**src/rtl/rom_arb_pkg.sv**
```systemverilog
// rtl/rom_arb_pkg.sv - shared types, defaults and address legality helper for rom_port_arb
package rom_arb_pkg;

    localparam int DEF_DEPTH      = 32;
    localparam int DEF_STARVE_MAX = 4;

    typedef enum logic [1:0] {
        OWN_NONE = 2'd0,
        OWN_F    = 2'd1,
        OWN_D    = 2'd2
    } owner_e;

    // Word-aligned and inside the ROM; anything else is answered with an error response.
    function automatic logic addr_ok(input logic [31:0] addr, input int unsigned depth);
        return (addr[1:0] == 2'b00) && ((addr >> 2) < depth);
    endfunction

endpackage

```
**src/rtl/rom_port_arb_if.sv**
```systemverilog
// rtl/rom_port_arb_if.sv - one requester read port: request/grant plus routed response
interface rom_port_arb_if;
    logic        req;
    logic [31:0] addr;
    logic        gnt;
    logic        rvalid;
    logic [31:0] rdata;
    logic        err;

    modport master (output req, addr, input gnt, rvalid, rdata, err);
    modport slave  (input req, addr, output gnt, rvalid, rdata, err);
endinterface

```
**src/rtl/rom_arb_starve_ctr.sv**
```systemverilog
// rtl/rom_arb_starve_ctr.sv - saturating count of consecutive denied fetch cycles
module rom_arb_starve_ctr #(
    parameter int MAX = 4
) (
    input  logic clk_i,
    input  logic rst_ni,
    input  logic inc_i,
    input  logic clr_i,
    output logic at_max_o
);
    localparam int W = (MAX < 1) ? 1 : $clog2(MAX + 1);

    logic [W-1:0] cnt_q, cnt_d;

    always_comb begin
        cnt_d = cnt_q;
        if (clr_i)
            cnt_d = '0;
        else if (inc_i && (cnt_q != W'(MAX)))
            cnt_d = cnt_q + W'(1);
    end

    always_ff @(posedge clk_i or negedge rst_ni) begin
        if (!rst_ni)
            cnt_q <= '0;
        else
            cnt_q <= cnt_d;
    end

    // With MAX == 0 the count never leaves zero, so fetch always has priority.
    assign at_max_o = (cnt_q == W'(MAX));
endmodule

```
**src/rtl/rom_port_arb.sv**
```systemverilog
// rtl/rom_port_arb.sv - fetch/data arbiter sharing the instruction ROM read port
module rom_port_arb
    import rom_arb_pkg::*;
#(
    parameter int DEPTH      = DEF_DEPTH,
    parameter int STARVE_MAX = DEF_STARVE_MAX
) (
    input  logic            clk_i,
    input  logic            rst_ni,
    rom_port_arb_if.slave   f_if,
    rom_port_arb_if.slave   d_if,
    input  logic            f_flush_i,
    output logic [31:0]     rom_a_o,
    input  logic [31:0]     rom_rd_i
);
    logic   at_max;
    logic   f_win, d_win;
    logic   f_ok, d_ok;
    owner_e owner_d, owner_q;
    logic   err_d, err_q;
    logic   f_rv, d_rv;

    rom_arb_starve_ctr #(.MAX(STARVE_MAX)) u_starve (
        .clk_i    (clk_i),
        .rst_ni   (rst_ni),
        .inc_i    (f_if.req & ~f_win & ~f_flush_i),
        .clr_i    (f_win | ~f_if.req),
        .at_max_o (at_max)
    );

    always_comb begin
        f_win   = f_if.req & ~f_flush_i & (~d_if.req | at_max);
        d_win   = d_if.req & ~f_win;
        f_ok    = addr_ok(f_if.addr, DEPTH);
        d_ok    = addr_ok(d_if.addr, DEPTH);
        owner_d = OWN_NONE;
        err_d   = 1'b0;
        rom_a_o = '0;
        if (f_win) begin
            owner_d = OWN_F;
            err_d   = ~f_ok;
            if (f_ok) rom_a_o = f_if.addr;
        end else if (d_win) begin
            owner_d = OWN_D;
            err_d   = ~d_ok;
            if (d_ok) rom_a_o = d_if.addr;
        end
        // Reset must quiet the combinational outputs too, not just the registers.
        if (!rst_ni) rom_a_o = '0;
    end

    always_ff @(posedge clk_i or negedge rst_ni) begin
        if (!rst_ni) begin
            owner_q <= OWN_NONE;
            err_q   <= 1'b0;
        end else begin
            owner_q <= owner_d;
            err_q   <= err_d;
        end
    end

    assign f_rv = (owner_q == OWN_F) & ~f_flush_i;
    assign d_rv = (owner_q == OWN_D);

    assign f_if.gnt    = f_win & rst_ni;
    assign d_if.gnt    = d_win & rst_ni;
    assign f_if.rvalid = f_rv;
    assign d_if.rvalid = d_rv;
    assign f_if.err    = f_rv & err_q;
    assign d_if.err    = d_rv & err_q;
    assign f_if.rdata  = (f_rv & ~err_q) ? rom_rd_i : '0;
    assign d_if.rdata  = (d_rv & ~err_q) ? rom_rd_i : '0;
endmodule

```
**src/flat_wrapper.sv**
```systemverilog
// flat-port wrapper written by rule: the top's interface ports become plain ports
module rom_port_arb_flat import rom_arb_pkg::*;
#(
    parameter int DEPTH      = DEF_DEPTH,
    parameter int STARVE_MAX = DEF_STARVE_MAX
)
  (clk_i, rst_ni, f_flush_i, rom_a_o, rom_rd_i, f_if_req, f_if_addr, f_if_gnt, f_if_rvalid, f_if_rdata, f_if_err, d_if_req, d_if_addr, d_if_gnt, d_if_rvalid, d_if_rdata, d_if_err);
  rom_port_arb_if f_if_i ();
  rom_port_arb_if d_if_i ();
  input  logic clk_i;
  input  logic rst_ni;
  input  logic f_flush_i;
  output logic [31:0] rom_a_o;
  input  logic [31:0] rom_rd_i;
  input wire logic [$bits(f_if_i.req)-1:0] f_if_req;
  input wire logic [$bits(f_if_i.addr)-1:0] f_if_addr;
  output wire logic [$bits(f_if_i.gnt)-1:0] f_if_gnt;
  output wire logic [$bits(f_if_i.rvalid)-1:0] f_if_rvalid;
  output wire logic [$bits(f_if_i.rdata)-1:0] f_if_rdata;
  output wire logic [$bits(f_if_i.err)-1:0] f_if_err;
  input wire logic [$bits(d_if_i.req)-1:0] d_if_req;
  input wire logic [$bits(d_if_i.addr)-1:0] d_if_addr;
  output wire logic [$bits(d_if_i.gnt)-1:0] d_if_gnt;
  output wire logic [$bits(d_if_i.rvalid)-1:0] d_if_rvalid;
  output wire logic [$bits(d_if_i.rdata)-1:0] d_if_rdata;
  output wire logic [$bits(d_if_i.err)-1:0] d_if_err;
  assign f_if_i.req = f_if_req;
  assign f_if_i.addr = f_if_addr;
  assign f_if_gnt = f_if_i.gnt;
  assign f_if_rvalid = f_if_i.rvalid;
  assign f_if_rdata = f_if_i.rdata;
  assign f_if_err = f_if_i.err;
  assign d_if_i.req = d_if_req;
  assign d_if_i.addr = d_if_addr;
  assign d_if_gnt = d_if_i.gnt;
  assign d_if_rvalid = d_if_i.rvalid;
  assign d_if_rdata = d_if_i.rdata;
  assign d_if_err = d_if_i.err;
  rom_port_arb #(.DEPTH(DEPTH), .STARVE_MAX(STARVE_MAX)) u_core (.clk_i(clk_i), .rst_ni(rst_ni), .f_if(f_if_i), .d_if(d_if_i), .f_flush_i(f_flush_i), .rom_a_o(rom_a_o), .rom_rd_i(rom_rd_i));
endmodule
```
**config.mk**
```make
export PLATFORM = sky130hd
export DESIGN_NAME = rom_port_arb_flat
export DESIGN_NICKNAME = d
export VERILOG_FILES = /design/src/rtl/rom_arb_pkg.sv /design/src/rtl/rom_port_arb_if.sv /design/src/rtl/rom_arb_starve_ctr.sv /design/src/rtl/rom_port_arb.sv /design/src/flat_wrapper.sv
export SDC_FILE = /design/constraint.sdc
export NUM_CORES = 1
export LEC_CHECK = 0
export CORE_MARGIN = 3
export CORE_UTILIZATION = 25
export CTS_CLUSTER_DIAMETER = 30
export DETAILED_ROUTE_END_ITERATION = 6
export PLACE_DENSITY = 0.88
export SLEW_MARGIN = 20
export SYNTH_ARGS = -nofsm -noshare
export SYNTH_HDL_FRONTEND = slang
export SYNTH_SLANG_ARGS = --single-unit
```
**constraint.sdc**
```tcl
create_clock -name clk_i -period 6.6 [get_ports clk_i]
set_clock_uncertainty 0.15 [all_clocks]
set_input_delay 1.98 -clock clk_i [delete_from_list [all_inputs] [get_ports clk_i]]
set_output_delay 1.98 -clock clk_i [all_outputs]
set_load 0.05 [all_outputs]
```
==> metrics.md <==
| Metric | Value |
|---|---|
| Status | completed |
| Core ar. | ~4900 um^2 |
| Quantity of gates resized following cts | 0 |
| Slowest CP cell | clkdlybuf4s50_1 |
| Worst path top cell family by delay | buffers and inverters |
| Grt total ovfl | 0 |
| Adder-cell share of the synthesized area | 1.93% |
| Most common cell after layout, fill and taps aside | clkdlybuf4s50_1 |
| Startpoint Class | primary input |
| Vias after detailed routing | about 1900 |
| Unique masters post-synth | 28 |
| Slowest Stage Delay on Critical Path | roughly 0.7 ns |
| Worst R2R Path Depth | 7 |
| Post-DP HPWL | about 5400 um |
| Wire length per cell | between 10 and 15 um |
| Final Hold Viols | 0 |
| Final Max Tran Viols | 0 |
| Cell mode on critical path | clkdlybuf4s50_1 |
| Peak VDD IR | approximately 76 uV |
| Worst reg2reg path startpoint | u_core.u_starve.cnt_q[0] |
| Placed cell areas | ~3300 um^2 |
| Final nets | 460 |
| NetSw | between 0.1 and 0.15 mW |
| Gate Count Post-Synth | around 180 |
| Vias in the first global route | 1842 |
| Hold Path Stages | 2 |
| Worst hold start | u_core.u_starve.cnt_q[0] |
| CP endpoint kind | output pin |
| Post-CTS Setup Bufs | 0 |
| Worst reg-to-reg setup slack | between 4 and 5 ns |
| CP arrival | approximately 4.2 ns |
| Reg clk slew, reported paths | roughly 0.04 ns |
| Max Cap Violations | 0 |
| Share of post-route cells with drive strength above 1 | ~14% |
| Internal Power | 0.162 mW |
| Gate power share | between 60% and 70% |
| Post-synthesis mux area share | 0% |
| Final antenna-violating net count | 0 |
| IO Pins | 203 |
| Post-Route WL | between 5000 and 6000 um |
| Vias/cell | 4.39 |
| Crit path required time | approximately 4.5 ns |
| Sequential-to-total area share from yosys stat | between 10 and 15% |
| CTS buffer count | 3 |
| Cts hold-fix bufs | 0 |
| Slew of the pin with the lowest slew margin | 0.550 ns |
| Fin cells | ~420 |
| Post-synth EDFFs | 0 |
| Die H | around 80 um |
| Sequential share of power | between 10% and 20% |
| Longest Clk Path Bufs | 2 |
| Area grow syn2layout | 158% |
| Post-Syn Area per Cell | between 7 and 8 um^2 |
| Final Critical Period | about 6.3 ns |
| Most frequent cells in the layout | 137 x clkdlybuf4s50_1, 69 x and2_1, 32 x buf_12 |
| Final Util | 68.7% |
| Critical-path cell list | clkdlybuf4s50_1 > a21boi_4 > or2_1 > inv_2 > and2_1 > clkdlybuf4s50_1 |
| Max_slew headroom | 63.2% |
| Synth warn | 0 |
| First-pass GRT wire length | 8840 um |
| Drt first pass iters | 4 |
| Placed instance count | approximately 420 |
| Hold Path End | u_core.u_starve.cnt_q[0] |
| Kind of critical path | in2out |
| Residual DRC count | 0 |
| Ratio of final minimum period to clock period | roughly 96% |
| Initial antenna violation count | 0 |
| Hold Worst Slack | approximately 0.48 ns |
| Highest Clock Rate | about 160 MHz |
| Total track usage | between 15 and 20% |
| Seq cells post-synth | 6 |
| Post-synthesis compound-gate area fraction | around a tenth |
| Synthesized area | around 1300 um^2 |
| HP Class | reg2reg |
| Cell area power density | around 85 nW/um^2 |
| DR iter-0 viols | 22 |
| Row cnt | 25 |
| Number of setup violations in the final report | 0 |
| Crit path buf inv count | 3 |
| Placer Congestion | approximately 0.87 |
| Main synth FF type | dfrtp_1 |
| RSZ-0062 raised after global routing | no |
| Initial core utilization | between 20% and 30% |
| Clk_lat worst skew | 0.22 ns |
| Area share of and/or/nand/nor cells after synthesis | 54.3% |
| Chip Width | 78.0 um |
| Full die area | 6090 um^2 |
| Net switching fraction of the power | a little over two fifths |
| Critical Path Fanout Max | 9 |
| XOR/XNOR share of the synthesized area | 0% |
| Clk pwr share | between 10% and 20% |
| Largest family of logic cells by synthesized area | simple AND/OR/NAND/NOR gates |
| TritonCTS clock tree | done |
| Largest net degree at the start of global routing | 33 |
| Ant diodes | 0 |
| Setup total negative slack | 0 ns |
| Root buffer cell | clkbuf_8 |
| CTS H-Tree Depth | 1 |
| Cell area after layout | about 3400 um^2 |
| Reg-to-Reg End | u_core.err_q |
| Leakage | about 1.4 nW |
| Fraction of registers with async set/reset | 100% |
| Port-buffer cells | between 150 and 200 |
| Sink Count | 6 |
## Yosys cell counts, drive strengths merged (2+ instances only)
master  number  area [um^2]
nand3        2         10.0
buf         29          225
o21ai        4         20.0
nor4        22          138
ha           2         25.0
nor3b        2         20.0
dfrtp        6          150
a21boi       3         33.8
nor2b        4         25.0
and2        69          432
inv          8         30.0
clkbuf       6         22.5
o211ai       5         37.5
o21a         5         37.5
nand2        7         26.3
nor3         2         10.0
## flip-flops by register name, summed over array words and instances (netlist names)
name	flops
u_core.err_q	1
u_core.owner_q	2
u_core.u_starve.cnt_q	3
## tightest hold or removal path, cell delays in order (launching register included)
cell and delay [ns]:
dfrtp_1 0.41, nand2_1 0.07, a21boi_0 0.10
## area by class of cell
| cell class | count | area, um^2 |
|---|---|---|
| fillers | 405 | 1530 |
| flip-flops and latches | 6 | 150 |
| repair buffers | 178 | 2080 |
| inverters | 8 | 30.0 |
| multi-input cells | 160 | 967 |
| well taps | 67 | 83.8 |
| clock buffers | 3 | 41.3 |
## worst max path at each step
| stage | startpoint | endpoint | slack [ns] | depth (start not counted) |
|---|---|---|---|---|
| after CTS | d_if_req | f_if_gnt | 0.29 | 6 |
| after floorplan | f_flush_i | f_if_rdata[0] | 0.82 | 4 |
| after global routing | d_if_req | f_if_gnt | 0.18 | 6 |
| final | d_if_req | f_if_gnt | 0.28 | 6 |
| after detailed placement | d_if_req | f_if_gnt | 0.29 | 6 |
| after global placement | d_if_req | f_if_gnt | 0.41 | 6 |
## per-stage QoR
| stage | power, mW | setup WS (ns) |
|---|---|---|
| detailed placement | 0.229 | 0.291 |
| floorplan | 0.149 | 0.825 |
| global route | 0.296 | 0.178 |
| finish | 0.285 | 0.280 |
| global placement | 0.227 | 0.412 |
| CTS | 0.286 | 0.292 |
## logic make-up after synthesis
family / after synthesis
adder cells (fa/ha/maj): 2
AO/OA/AOI/OAI: 18
buffers and inverters: 43
other: 1
AND/OR/NAND/NOR: 113
flip-flops: 6
## power by group through the flow
| stage | clock network [mW] | logic (mW) | registers [mW] |
|---|---|---|---|
| floorplan | 0 | 0.109 | 0.0400 |
| global placement | 0 | 0.186 | 0.0403 |
| detailed placement | 0 | 0.189 | 0.0404 |
| CTS | 0.0565 | 0.189 | 0.0399 |
| global route | 0.0583 | 0.198 | 0.0402 |
| finish | 0.0561 | 0.189 | 0.0400 |
## layer usage
metal  routed length, um  global-route usage (%)  vias up
li1                    -                       -      907
met1                1950                    17.7      799
met2                3190                    35.0      132
met3                 609                    4.01       14
met4                 197                    6.99        0
met5                   0                       0        -
(Power assumes the default switching activity.)
